===== src/rtl/pc_defs.sv =====
// Shared opcode definitions for the program-counter sequencer and the instruction decoder.
// Codes 101-111 have no named member; they act as HOLD.
package pc_defs;

    typedef enum logic [2:0] {
        OP_INC    = 3'b000,
        OP_JUMP   = 3'b001,
        OP_BRANCH = 3'b010,
        OP_CALL   = 3'b011,
        OP_RET    = 3'b100
    } op_e;

    localparam int OP_WIDTH = 3;

endpackage


===== src/rtl/pc_sequencer_lifo_stack.sv =====
// Return-address LIFO: registered depth count, with the top entry presented combinationally on dout.
// Storage is never cleared, because the depth count alone decides which entries are valid.
module lifo_stack #(
    parameter int WIDTH = 10,
    parameter int DEPTH = 4
) (
    input  logic                         clock,
    input  logic                         reset,
    input  logic                         push,
    input  logic                         pop,
    input  logic [WIDTH-1:0]             din,
    output logic [WIDTH-1:0]             dout,
    output logic [$clog2(DEPTH+1)-1:0]   depth,
    output logic                         full,
    output logic                         empty
);

    localparam int DW = $clog2(DEPTH + 1);
    localparam int AW = (DEPTH > 1) ? $clog2(DEPTH) : 1;

    logic [WIDTH-1:0] r_mem [DEPTH];
    logic [DW-1:0]    r_depth;
    logic [AW-1:0]    w_wrIdx;
    logic [AW-1:0]    w_topIdx;

    assign full     = (r_depth == DW'(DEPTH));
    assign empty    = (r_depth == '0);
    assign w_wrIdx  = AW'(r_depth);
    assign w_topIdx = AW'(r_depth - DW'(1));
    assign dout     = empty ? '0 : r_mem[w_topIdx];
    assign depth    = r_depth;

    // Push wins over pop if both are ever raised; the sequencer never does that.
    always_ff @(posedge clock) begin
        if (reset) begin
            r_depth <= '0;
        end else if (push && !full) begin
            r_mem[w_wrIdx] <= din;
            r_depth        <= r_depth + DW'(1);
        end else if (pop && !empty) begin
            r_depth <= r_depth - DW'(1);
        end
    end

endmodule


===== src/rtl/pc_sequencer.sv =====
// Program-counter sequencer: PC register, next-PC selection, sticky stack fault flags and return stack.
// Once either fault flag is set, only reset can bring the block back.
module pc_sequencer
    import pc_defs::*;
#(
    parameter int PC_WIDTH     = 10,
    parameter int STACK_DEPTH  = 4,
    parameter int RESET_VECTOR = 0
) (
    input  logic                               clock,
    input  logic                               reset,
    input  logic                               PC_en,
    input  logic [OP_WIDTH-1:0]                op,
    input  logic                               cond,
    input  logic [PC_WIDTH-1:0]                target,
    output logic [PC_WIDTH-1:0]                PC_output,
    output logic [$clog2(STACK_DEPTH+1)-1:0]   depth,
    output logic                               overflow,
    output logic                               underflow
);

    logic [PC_WIDTH-1:0] r_pc;
    logic                r_overflow;
    logic                r_underflow;

    logic [PC_WIDTH-1:0] w_nextPc;
    logic [PC_WIDTH-1:0] w_pcPlusOne;
    logic [PC_WIDTH-1:0] w_stackTop;
    logic                w_active;
    logic                w_push;
    logic                w_pop;
    logic                w_full;
    logic                w_empty;
    logic                w_setOverflow;
    logic                w_setUnderflow;

    assign w_active    = PC_en && !r_overflow && !r_underflow;
    assign w_pcPlusOne = r_pc + PC_WIDTH'(1);

    // Target is already PC_WIDTH wide, so a plain add gives the sign-extended branch modulo 2^PC_WIDTH.
    always_comb begin
        w_nextPc       = r_pc;
        w_push         = 1'b0;
        w_pop          = 1'b0;
        w_setOverflow  = 1'b0;
        w_setUnderflow = 1'b0;
        if (w_active) begin
            case (op)
                OP_INC:    w_nextPc = w_pcPlusOne;
                OP_JUMP:   w_nextPc = target;
                OP_BRANCH: w_nextPc = cond ? (r_pc + target) : w_pcPlusOne;
                OP_CALL: begin
                    if (w_full) begin
                        w_setOverflow = 1'b1;
                    end else begin
                        w_push   = 1'b1;
                        w_nextPc = target;
                    end
                end
                OP_RET: begin
                    if (w_empty) begin
                        w_setUnderflow = 1'b1;
                    end else begin
                        w_pop    = 1'b1;
                        w_nextPc = w_stackTop;
                    end
                end
                default: w_nextPc = r_pc;
            endcase
        end
    end

    always_ff @(posedge clock) begin
        if (reset) begin
            r_pc        <= PC_WIDTH'(RESET_VECTOR);
            r_overflow  <= 1'b0;
            r_underflow <= 1'b0;
        end else begin
            r_pc <= w_nextPc;
            if (w_setOverflow)
                r_overflow <= 1'b1;
            if (w_setUnderflow)
                r_underflow <= 1'b1;
        end
    end

    lifo_stack #(
        .WIDTH (PC_WIDTH),
        .DEPTH (STACK_DEPTH)
    ) u_stack (
        .clock (clock),
        .reset (reset),
        .push  (w_push),
        .pop   (w_pop),
        .din   (w_pcPlusOne),
        .dout  (w_stackTop),
        .depth (depth),
        .full  (w_full),
        .empty (w_empty)
    );

    assign PC_output = r_pc;
    assign overflow  = r_overflow;
    assign underflow = r_underflow;

endmodule


===== config.mk =====
export PLATFORM = sky130hd
export DESIGN_NAME = pc_sequencer
export DESIGN_NICKNAME = d
export VERILOG_FILES = /design/src/rtl/pc_defs.sv /design/src/rtl/pc_sequencer_lifo_stack.sv /design/src/rtl/pc_sequencer.sv
export SDC_FILE = /design/constraint.sdc
export NUM_CORES = 1
export LEC_CHECK = 0
export CORE_ASPECT_RATIO = 0.5
export CORE_MARGIN = 2
export CORE_UTILIZATION = 52
export CTS_CLUSTER_DIAMETER = 200
export DETAILED_ROUTE_END_ITERATION = 6
export GPL_TIMING_DRIVEN = 0
export PLACE_DENSITY = 0.75
export SYNTH_ARGS = -nofsm -noshare
export SYNTH_HDL_FRONTEND = slang
export SYNTH_SLANG_ARGS = --single-unit

===== constraint.sdc =====
create_clock -name clock -period 2.8 [get_ports clock]
set_input_delay 0.28 -clock clock [delete_from_list [all_inputs] [get_ports clock]]
set_output_delay 0.28 -clock clock [all_outputs]
set_load 0.01 [all_outputs]

==> results.yml <==
finish:
  flow.area_growth_from_synthesis_pct: 16.6
  final_layout_size_suffix_gt1_share_pct: 10.7
  finished_layout_cells: 405
  fill_cells: 479
  antenna_cells: 0
  regArea_um2: 1500
  design_area_um2: 3730
  nNetsFinal: 360
  fin_util_pct: 62.0
  multi_input_comb_area_um2: 1570
clock_tree:
  clock-sinks: 55
  cts_max_level: 2
  clkTransAtPathRegs_ns: 0.07
  post-cts-setup-buffer-count: 0
  clk_path_buf_depth: 2
  cts_made_buffers: 5
  clockRootBuffer: "sky130_fd_sc_hd__clkbuf_16"
  cts_tree: "yes"
  clk-insertion-delay-late_ns: 0.29
yosys:
  synth.yosys.warnings: 0
  gate_count_post_synth: 292
  fraction_of_synthesis_flops_using_an_asynchronous_set_or_reset_pin_pct: 0
  number_of_different_library_cells_in_the_post_synthesis_netlist: 58
  postSynthAreaPerCell_um2: 10.9
  leading_post_synthesis_cells_by_cell_area: "sky130_fd_sc_hd__edfxtp_1, sky130_fd_sc_hd__dfxtp_1, sky130_fd_sc_hd__mux4_2"
  mappedNetlistNets: 325
  synth_largest_type_area_fraction_pct: 37.6
  mappedNetlistArea_um2: 3200
  synth-edff-count: 40
  synth.ff_latch_count: 55
  sequential_fraction_of_the_synthesis_area_pct: 47.0
  synth_flop_cell: "sky130_fd_sc_hd__edfxtp_1"
  synth_top_area_cell: "sky130_fd_sc_hd__edfxtp_1"
timing:
  rsz0062_at_grt: "no"
  timing.final.crit_period_ns: 2.60
  slew_headroom_pct: 57.6
  timing_hold_violations_final: 0
  max_slew.worst_pin.slew_ns: 0.631
  setup-violations-final: 0
  period_share_pct: 92.7
  finClkSkew_ns: 0.00611
  max_freq_mhz: 385
  total_negative_slack_for_setup_checks_ns: 0
  drv_slew: 0
route:
  dr_total_vias: 2630
  drtIter0Drc: 281
  detail_route.vias_per_cell: 6.49
  postRouteAntennaNets: 0
  detail_route.drc_violations: 0
  routed_wl_um: 8130
  drt_pass1_iterations: 5
  routed_length_per_instance_um: 20.1
setup_path:
  worst_ep_arrival_time_ns: 2.78
  critical_path_required_ns: 2.99
  crit_path_max_fanout: 9
  timing_worst_setup_path_type: "flip-flop to flip-flop"
  timing.critical_path.from_type: "flip-flop"
  critical_path.endpoint_type: "flip-flop"
power:
  total_leakage_power_nw: 1.30
  max-vdd-ir-drop_uv: 394
  total_power_mw: 1.87
  power.density_nw_per_um2: 501
floorplan:
  die_x_um: 115
  floorplan.core_area_um2: 6010
  starting_utilization_of_the_core_area_pct: 53.2
  io-pin-count: 32
  floorplan.rows: 20
  die_height_um: 59.4
  die_area_um2: 6830
grt:
  grtUsageTotal_pct: 24.6
  via_count_of_the_first_global_routing_pass: 2411
  grt_pass1_wl_um: 12300
  grt_overflow_total: 0
  antenna_violations_before_repair: 0
  grt_max_degree: 19
hold_path:
  worst_hold_path_type: "input pin to flip-flop"
job:
  max-cap-violations: 0
placement:
  placed_cells_incl_taps: 397
  port-buffer-count: 28
  finalWeightedCongestion: 0.942
  detailed_place_hpwl_um: 5800
  placed_cell_area_um2: 3570
status:
  outcome: "complete, no violations"
critical path, cell delays in order (launching register included):
cell and delay [ns]:
sky130_fd_sc_hd__dfxtp_2 0.45, sky130_fd_sc_hd__ha_1 0.26, sky130_fd_sc_hd__inv_1 0.07, sky130_fd_sc_hd__fa_1 0.37, sky130_fd_sc_hd__nand2b_1 0.19, sky130_fd_sc_hd__a21oi_2 0.26, sky130_fd_sc_hd__a31oi_2 0.14, sky130_fd_sc_hd__xnor2_1 0.18
sky130_fd_sc_hd__a211o_1 0.31, sky130_fd_sc_hd__a32o_1 0.25
metrics by stage:
| step | hold WS [ns] | setup slack (ns) |
|---|---|---|
| after floorplan | 0.531 | 0.308 |
| after global placement | 0.499 | -0.0731 |
| after detailed placement | 0.519 | -0.163 |
| after CTS | 0.401 | 0.00657 |
| after global routing | 0.418 | 0.0449 |
| final | 0.412 | 0.205 |
per-layer routing:
metal	vias to the layer above	track usage, %	wire length (um)
li1	1183	-	-
met1	1272	35.8	3640
met2	162	37.9	3580
met3	13	4.09	781
met4	0	8.09	123
met5	-	0	0
layout make-up:
class                      count  share of cell area [%]
buffer                        13                    1.54
tap                           77                    2.59
inverter                      21                    2.12
multi-input combinational    203                    42.0
clock buffer                   6                    3.46
sequential                    55                    40.3
timing repair buffer          28                    7.52
clock inverter                 2                   0.437
cell usage in the layout, fill, tap and decap left out, types with 9 or more instances in the layout:
cell type / netlist / routed
sky130_fd_sc_hd__a21oi_1: 18 / 17
sky130_fd_sc_hd__clkdlybuf4s50_1: 0 / 28
sky130_fd_sc_hd__dfxtp_1: 15 / 14
sky130_fd_sc_hd__edfxtp_1: 40 / 40
sky130_fd_sc_hd__ha_1: 15 / 15
sky130_fd_sc_hd__inv_1: 21 / 21
sky130_fd_sc_hd__mux4_2: 10 / 10
sky130_fd_sc_hd__nand2_1: 18 / 18
sky130_fd_sc_hd__nor2_1: 18 / 18
sky130_fd_sc_hd__o21ai_0: 9 / 9
sky130_fd_sc_hd__xnor2_1: 13 / 13
flip-flops by register name, indices dropped and copies added (netlist names):
name and count:
underflow 1, PC_output 10, u_stack.r_mem 40, overflow 1, u_stack.depth 3
synthesized netlist by cell type (6+ instances only):
| master | count |
|---|---|
| sky130_fd_sc_hd__a211oi_1 | 7 |
| sky130_fd_sc_hd__a21oi_1 | 18 |
| sky130_fd_sc_hd__a31oi_1 | 6 |
| sky130_fd_sc_hd__and3_1 | 7 |
| sky130_fd_sc_hd__clkbuf_1 | 8 |
| sky130_fd_sc_hd__dfxtp_1 | 15 |
| sky130_fd_sc_hd__edfxtp_1 | 40 |
| sky130_fd_sc_hd__ha_1 | 15 |
| sky130_fd_sc_hd__inv_1 | 21 |
| sky130_fd_sc_hd__mux4_2 | 10 |
| sky130_fd_sc_hd__nand2_1 | 18 |
| sky130_fd_sc_hd__nand3_1 | 6 |
| sky130_fd_sc_hd__nor2_1 | 18 |
| sky130_fd_sc_hd__o21ai_0 | 9 |
| sky130_fd_sc_hd__xnor2_1 | 13 |
cells by family after synthesis:
logic type | synth area share [%]
DFF | 47.0
AOI/OAI and AO/OA | 16.7
adders and majority gates | 6.50
buffers and inverters | 4.15
and+or+nand+nor | 13.2
xor gates and xnor gates | 4.66
muxes | 7.75
path summary, 6_finish.rpt:
path / startpoint / endpoint / slack, ns / cells after the start
worst min register to register: overflow / overflow / 0.54 / 2
worst max register to register: PC_output[0] / PC_output[8] / 0.20 / 9
worst max-delay path: PC_output[0] / PC_output[8] / 0.20 / 9
worst min-delay path: reset / PC_output[3] / 0.41 / 2
power by group:
group | leakage [nW] | internal (mW) | switching, mW
Sequential | 0.489 | 0.892 | 0.0239
Combinational | 0.744 | 0.142 | 0.186
Clock | 0.0675 | 0.336 | 0.290
Total | 1.30 | 1.37 | 0.499
timing repair:
item / in CTS / in global routing
setup endpoints to repair: 3 / 5
gates cloned: 0 / 0
resized for setup: 1 / 4
hold buffers: 0 / 0
(Power assumes the default switching activity.)
